`config.mk`:
```
export PLATFORM = sky130hd
export DESIGN_NAME = fp_normalizer_flat
export DESIGN_NICKNAME = d
export VERILOG_FILES = /design/src/rtl/fp_normalizer_pkg.sv /design/src/rtl/fp_normalizer_if.sv /design/src/rtl/fp_normalizer.sv /design/src/flat_wrapper.sv
export SDC_FILE = /design/constraint.sdc
export NUM_CORES = 1
export LEC_CHECK = 0
export CAP_MARGIN = 20
export CORE_MARGIN = 2
export CORE_UTILIZATION = 25
export DETAILED_ROUTE_END_ITERATION = 10
export SYNTH_ARGS = -nofsm -noshare
export SYNTH_HDL_FRONTEND = slang
export SYNTH_SLANG_ARGS = --single-unit
```
`constraint.sdc`:
```
create_clock -name clk -period 3.15 [get_ports clk]
set_input_delay 0.4725 -clock clk [delete_from_list [all_inputs] [get_ports clk]]
set_output_delay 0.4725 -clock clk [all_outputs]
set_load 0.02 [all_outputs]
```
`src/rtl/fp_normalizer_pkg.sv`:
```
// Shared definitions for the single-precision ALU datapath stages
// (aligner, normalizer, packer).
package fp_pkg;

  localparam int MANT_W = 24;
  localparam int EXP_W  = 8;
  localparam logic [EXP_W-1:0] EXP_MAX = '1;

  typedef enum logic [1:0] {
    IDLE = 2'd0,
    NORM = 2'd1,
    DONE = 2'd2
  } norm_state_t;

endpackage

```
`src/rtl/fp_normalizer_if.sv`:
```
// Handshake bundle between the mantissa adder, the normalizer and the packer.
interface fp_normalizer_if #(
  parameter int MANT_W = 24,
  parameter int EXP_W  = 8
);

  // Both sides use strict valid/ready: a transfer happens on a rising edge
  // where valid and ready are both high; valid never waits for ready and the
  // payload stays stable while valid is high and ready is low.
  logic              in_valid;
  logic              in_ready;
  logic [MANT_W-1:0] mant_in;
  logic              carry_in;
  logic [EXP_W-1:0]  exp_in;
  logic              sign_in;

  logic              out_valid;
  logic              out_ready;
  logic              sign_out;
  logic [EXP_W-1:0]  exp_out;
  logic [MANT_W-2:0] frac_out;
  logic              zero;
  logic              denorm;
  logic              overflow;

  modport master (
    output in_valid, mant_in, carry_in, exp_in, sign_in, out_ready,
    input  in_ready, out_valid, sign_out, exp_out, frac_out, zero, denorm, overflow
  );

  modport slave (
    input  in_valid, mant_in, carry_in, exp_in, sign_in, out_ready,
    output in_ready, out_valid, sign_out, exp_out, frac_out, zero, denorm, overflow
  );

endinterface

```
`src/rtl/fp_normalizer.sv`:
```
// Post-add normalization: renormalizes the adder result one bit position per
// cycle and presents sign/exponent/fraction plus zero/denorm/overflow flags.
module fp_normalizer
  import fp_pkg::*;
#(
  parameter int MANT_W = 24,
  parameter int EXP_W  = 8
) (
  input  logic           clk,
  input  logic           rst_n,
  fp_normalizer_if.slave bus,
  output norm_state_t    state_dbg
);

  localparam logic [EXP_W-1:0] EXP_ONES = '1;
  localparam logic [EXP_W-1:0] EXP_ONE  = EXP_W'(1);

  norm_state_t       state, state_n;
  logic [MANT_W-1:0] mant_r, mant_n;
  logic [EXP_W-1:0]  exp_r, exp_n, exp_inc;
  logic              carry_r, carry_n;
  logic              sign_r, sign_n;
  logic              zero_r, zero_n;
  logic              denorm_r, denorm_n;
  logic              ovf_r, ovf_n;

  always_ff @(posedge clk or negedge rst_n) begin
    if (!rst_n) state <= IDLE;
    else        state <= state_n;
  end

  always_ff @(posedge clk or negedge rst_n) begin
    if (!rst_n) begin
      mant_r   <= '0;
      exp_r    <= '0;
      carry_r  <= 1'b0;
      sign_r   <= 1'b0;
      zero_r   <= 1'b0;
      denorm_r <= 1'b0;
      ovf_r    <= 1'b0;
    end else begin
      mant_r   <= mant_n;
      exp_r    <= exp_n;
      carry_r  <= carry_n;
      sign_r   <= sign_n;
      zero_r   <= zero_n;
      denorm_r <= denorm_n;
      ovf_r    <= ovf_n;
    end
  end

  always_comb begin
    state_n  = state;
    mant_n   = mant_r;
    exp_n    = exp_r;
    carry_n  = carry_r;
    sign_n   = sign_r;
    zero_n   = zero_r;
    denorm_n = denorm_r;
    ovf_n    = ovf_r;
    exp_inc  = exp_r + EXP_ONE;

    unique case (state)
      IDLE: begin
        if (bus.in_valid) begin
          mant_n   = bus.mant_in;
          carry_n  = bus.carry_in;
          exp_n    = bus.exp_in;
          sign_n   = bus.sign_in;
          zero_n   = 1'b0;
          denorm_n = 1'b0;
          ovf_n    = 1'b0;
          state_n  = NORM;
        end
      end

      NORM: begin
        state_n = DONE;
        // Priority chain: specials, carry, zero, normalized, subnormal, shift.
        if (exp_r == EXP_ONES) begin
          state_n = DONE;
        end else if (carry_r) begin
          mant_n  = {1'b1, mant_r[MANT_W-1:1]};
          exp_n   = exp_inc;
          carry_n = 1'b0;
          if (exp_inc == EXP_ONES) begin
            mant_n[MANT_W-2:0] = '0;
            ovf_n              = 1'b1;
          end
        end else if (mant_r == '0) begin
          exp_n  = '0;
          zero_n = 1'b1;
        end else if (mant_r[MANT_W-1]) begin
          state_n = DONE;
        end else if (exp_r <= EXP_ONE) begin
          exp_n    = '0;
          denorm_n = 1'b1;
        end else begin
          mant_n  = {mant_r[MANT_W-2:0], 1'b0};
          exp_n   = exp_r - EXP_ONE;
          state_n = NORM;
        end
      end

      DONE: begin
        if (bus.out_ready) state_n = IDLE;
      end

      default: state_n = IDLE;
    endcase
  end

  assign bus.in_ready  = (state == IDLE);
  assign bus.out_valid = (state == DONE);
  assign bus.sign_out  = sign_r;
  assign bus.exp_out   = exp_r;
  assign bus.frac_out  = mant_r[MANT_W-2:0];
  assign bus.zero      = zero_r;
  assign bus.denorm    = denorm_r;
  assign bus.overflow  = ovf_r;
  assign state_dbg     = state;

endmodule

```
`src/flat_wrapper.sv`:
```
// flat-port wrapper written by rule: the top's interface ports become plain ports
module fp_normalizer_flat import fp_pkg::*;
#(
  parameter int MANT_W = 24,
  parameter int EXP_W  = 8
)
  (clk, rst_n, state_dbg, bus_in_valid, bus_mant_in, bus_carry_in, bus_exp_in, bus_sign_in, bus_out_ready, bus_in_ready, bus_out_valid, bus_sign_out, bus_exp_out, bus_frac_out, bus_zero, bus_denorm, bus_overflow);
  fp_normalizer_if #(.MANT_W(MANT_W), .EXP_W(EXP_W)) bus_i ();
  input  logic clk;
  input  logic rst_n;
  output norm_state_t state_dbg;
  input wire logic [$bits(bus_i.in_valid)-1:0] bus_in_valid;
  input wire logic [$bits(bus_i.mant_in)-1:0] bus_mant_in;
  input wire logic [$bits(bus_i.carry_in)-1:0] bus_carry_in;
  input wire logic [$bits(bus_i.exp_in)-1:0] bus_exp_in;
  input wire logic [$bits(bus_i.sign_in)-1:0] bus_sign_in;
  input wire logic [$bits(bus_i.out_ready)-1:0] bus_out_ready;
  output wire logic [$bits(bus_i.in_ready)-1:0] bus_in_ready;
  output wire logic [$bits(bus_i.out_valid)-1:0] bus_out_valid;
  output wire logic [$bits(bus_i.sign_out)-1:0] bus_sign_out;
  output wire logic [$bits(bus_i.exp_out)-1:0] bus_exp_out;
  output wire logic [$bits(bus_i.frac_out)-1:0] bus_frac_out;
  output wire logic [$bits(bus_i.zero)-1:0] bus_zero;
  output wire logic [$bits(bus_i.denorm)-1:0] bus_denorm;
  output wire logic [$bits(bus_i.overflow)-1:0] bus_overflow;
  assign bus_i.in_valid = bus_in_valid;
  assign bus_i.mant_in = bus_mant_in;
  assign bus_i.carry_in = bus_carry_in;
  assign bus_i.exp_in = bus_exp_in;
  assign bus_i.sign_in = bus_sign_in;
  assign bus_i.out_ready = bus_out_ready;
  assign bus_in_ready = bus_i.in_ready;
  assign bus_out_valid = bus_i.out_valid;
  assign bus_sign_out = bus_i.sign_out;
  assign bus_exp_out = bus_i.exp_out;
  assign bus_frac_out = bus_i.frac_out;
  assign bus_zero = bus_i.zero;
  assign bus_denorm = bus_i.denorm;
  assign bus_overflow = bus_i.overflow;
  fp_normalizer #(.MANT_W(MANT_W), .EXP_W(EXP_W)) u_core (.clk(clk), .rst_n(rst_n), .bus(bus_i), .state_dbg(state_dbg));
endmodule
```
==> impl_metrics.env <==
export IMPL_cts_hold_buf=0
export IMPL_synth_area_mm2=0.00284
export IMPL_drt_iter0_drc=151
export IMPL_fillers=1125
export IMPL_drt_pass1_iterations=5
export IMPL_period_needed_ps=2590
export IMPL_slew_viol_final=0
export IMPL_synthFlopType="dfrtp_1"
export IMPL_wirelength_mm=8.63
export IMPL_yosysTopAreaCell="dfrtp_1"
export IMPL_cts_num_sinks=39
export IMPL_viasPerCell=5.42
export IMPL_antenna_found_initial=0
export IMPL_die_height_um=111
export IMPL_layout_drive_gt1_share=0.0796
export IMPL_avgSynthCellArea_um2=9.57
export IMPL_synth_warnings=0
export IMPL_place_inst=471
export IMPL_nets=380
export IMPL_crit_start="u_core.bus.exp_out[0]"
export IMPL_initial_core_util=0.259
export IMPL_die_width_um=111
export IMPL_power_density_mw_per_mm2=1090
export IMPL_syn_nets=339
export IMPL_cp_arrival_ps=2750
export IMPL_crit_path_start_kind="flop"
export IMPL_grt_setup_unrepaired="false"
export IMPL_synth_cell_type_count=54
export IMPL_setup_viol=0
export IMPL_syn_inst=297
export IMPL_fmax_mhz=386
export IMPL_slew_headroom=0.403
export IMPL_ys_seq_elements=39
export IMPL_cap_violations=0
export IMPL_gr_usage_all_layers=0.138
export IMPL_drcViolationCount=0
export IMPL_via_count=2598
export IMPL_r2r_start="u_core.bus.exp_out[0]"
export IMPL_worst_setup_path_type="flop to flop"
export IMPL_period_share=0.822
export IMPL_pin_count=77
export IMPL_cts_tree="done"
export IMPL_gr_total_overflow=0
export IMPL_crit_required_ps=3310
export IMPL_fp_dieArea_mm2=0.0122
export IMPL_antenna_cells=0
export IMPL_yosys_area_top_type_share=0.343
export IMPL_peakVddDrop_mv=0.304
export IMPL_coreArea_mm2=0.0110
export IMPL_hp_class="input port to asynchronous set/reset pin"
export IMPL_clockBufferDepth=2
export IMPL_worstMarginPinSlew_ps=895
export IMPL_clk_latency_ps=280
export IMPL_syn2layout_area_growth_pct=26.0
export IMPL_leakagePower_nw=1.31
export IMPL_async_reset_ff_frac=1.00
export IMPL_post_cts_buffers=0
export IMPL_grt_pass1_vias=2590
export IMPL_drt_wirelength_per_cell_um=18.0
export IMPL_ctsRootBufferMaster="clkbuf_16"
export IMPL_drtAntennaViolNets=0
export IMPL_cp_max_fo=23
export IMPL_critPathCaptureType="flop"
export IMPL_htree_num_levels=2
export IMPL_fin_setup_tns_ps=0
export IMPL_hold_viol_final=0
export IMPL_synth_edf_count=0
export IMPL_synthTopCellsByArea="dfrtp_1 34%, a221o_1 8.1%, buf_4 6.6%"
export IMPL_clock_skew_ps=2.76
export IMPL_status="finished, final reports clean"
export IMPL_cts_clk_slew_worst_paths_ps=60
export IMPL_numPortBuffers=76
export IMPL_grt_pass1_wl_mm=14.0
export IMPL_ys_seq_area_frac=0.343
export IMPL_dp_hpwl_mm=6.07
export IMPL_cts_made_buffers=5
export IMPL_instances_no_fill=479
export IMPL_row_count=38
export IMPL_grt_max_degree=40
export IMPL_hold_slack_ps=308
export IMPL_cts_repair_resize_count=0
export IMPL_gp_congestion=0.858
## Yosys cell counts, types with 4 or more instances
master,instances
ha_1,4
buf_2,5
a211oi_1,22
clkbuf_1,7
nand3_1,8
nor2_1,11
a31oi_1,10
a22oi_1,24
o22ai_1,4
nor3_1,6
nor4_1,8
dfrtp_1,39
a221o_1,23
buf_6,7
buf_4,25
nand4_1,4
inv_1,8
a21oi_1,4
nand2_1,19
## stage by stage
stage,total power (W),setup slack (ps),instance area [um^2],util
6_report,0.00389,560,3580,0.326
5_1_grt,0.00415,457,3580,0.326
4_1_cts,0.00390,568,3580,0.326
3_5_place_dp,0.00339,584,3440,0.313
3_3_place_gp,0.00336,668,3440,0.313
2_1_floorplan,0.00282,725,2840,-
## layer usage
layer,part of all wire,global-route usage
met4,0.022,0.0408
met3,0.056,0.0318
met1,0.47,0.195
met5,0,0
met2,0.45,0.211
## registers in the layout, summed over array words and instances, names as in the netlist
| name | count |
|---|---|
| u_core.state_dbg | 2 |
| u_core.bus.overflow | 1 |
| u_core.bus.zero | 1 |
| u_core.carry_r | 1 |
| u_core.bus.denorm | 1 |
| u_core.bus.sign_out | 1 |
| u_core.mant_r | 24 |
| u_core.bus.exp_out | 8 |
## layout by cell type, fill, tap and decap left out, types with 3 or more instances in the layout
cell and n:
a221o_1 23, o31ai_1 3, nor4_1 8, o2111ai_1 3
nand2_1 19, dfrtp_1 39, a31oi_1 9, nor2b_1 3
a22oi_1 24, inv_1 8, nand3_1 8, or3_1 3
clkdlybuf4s50_1 75, nand4_1 4, ha_1 4, o21a_1 3
nor2_1 10, buf_4 9, o22ai_1 4, a21oi_1 4
clkbuf_16 5, nand2b_1 3, o21ai_0 3, nor3_1 6
a211oi_1 22
## power breakdown
part / total (W) / internal (W) / switching, W
logic: 0.00226 / 0.00102 / 0.00125
clock network: 0.000493 / 0.000292 / 0.000201
registers: 0.00113 / 0.000736 / 0.000395
total: 0.00389 / 0.00204 / 0.00184
## worst paths after layout
| check | endpoint | cells after the start | slack (ps) |
|---|---|---|---|
| max | u_core.mant_r[4] | 7 | 560 |
| min | u_core.state_dbg[1] | 1 | 310 |
| max reg2reg | u_core.mant_r[4] | 7 | 560 |
| min reg2reg | u_core.bus.sign_out | 2 | 490 |
| max in group asynchronous | u_core.mant_r[1] | 1 | 2270 |
| min in group clk | u_core.bus.sign_out | 2 | 490 |
## critical path, stage by stage (launching register included)
cell	delay, ps
dfrtp_1	500
ha_1	320
nand3_4	130
or3_1	370
a2111o_1	430
nor3b_4	160
buf_4	230
a221o_1	330
## cell type report
type | count | area [um^2] | share of cell area
tap | 140 | 175 | 0.0489
inverter | 8 | 30.0 | 0.00839
timing repair buffer | 85 | 823 | 0.230
multi-input combinational | 199 | 1440 | 0.401
sequential | 39 | 976 | 0.273
clock inverter | 2 | 12.5 | 0.00349
clock buffer | 6 | 129 | 0.0360
## kinds of logic (layout without fill, tap and decap cells)
logic type	Yosys count	after routing	share of synthesized area
AO/OA/AOI/OAI	114	114	0.321
buffers and inverters	59	101	0.155
XOR/XNOR	4	4	0.0123
flip-flops	39	39	0.343
adder cells (fa/ha/maj)	4	4	0.0176
AND/OR/NAND/NOR	77	77	0.151
Power figures use the tool's default switching activity.
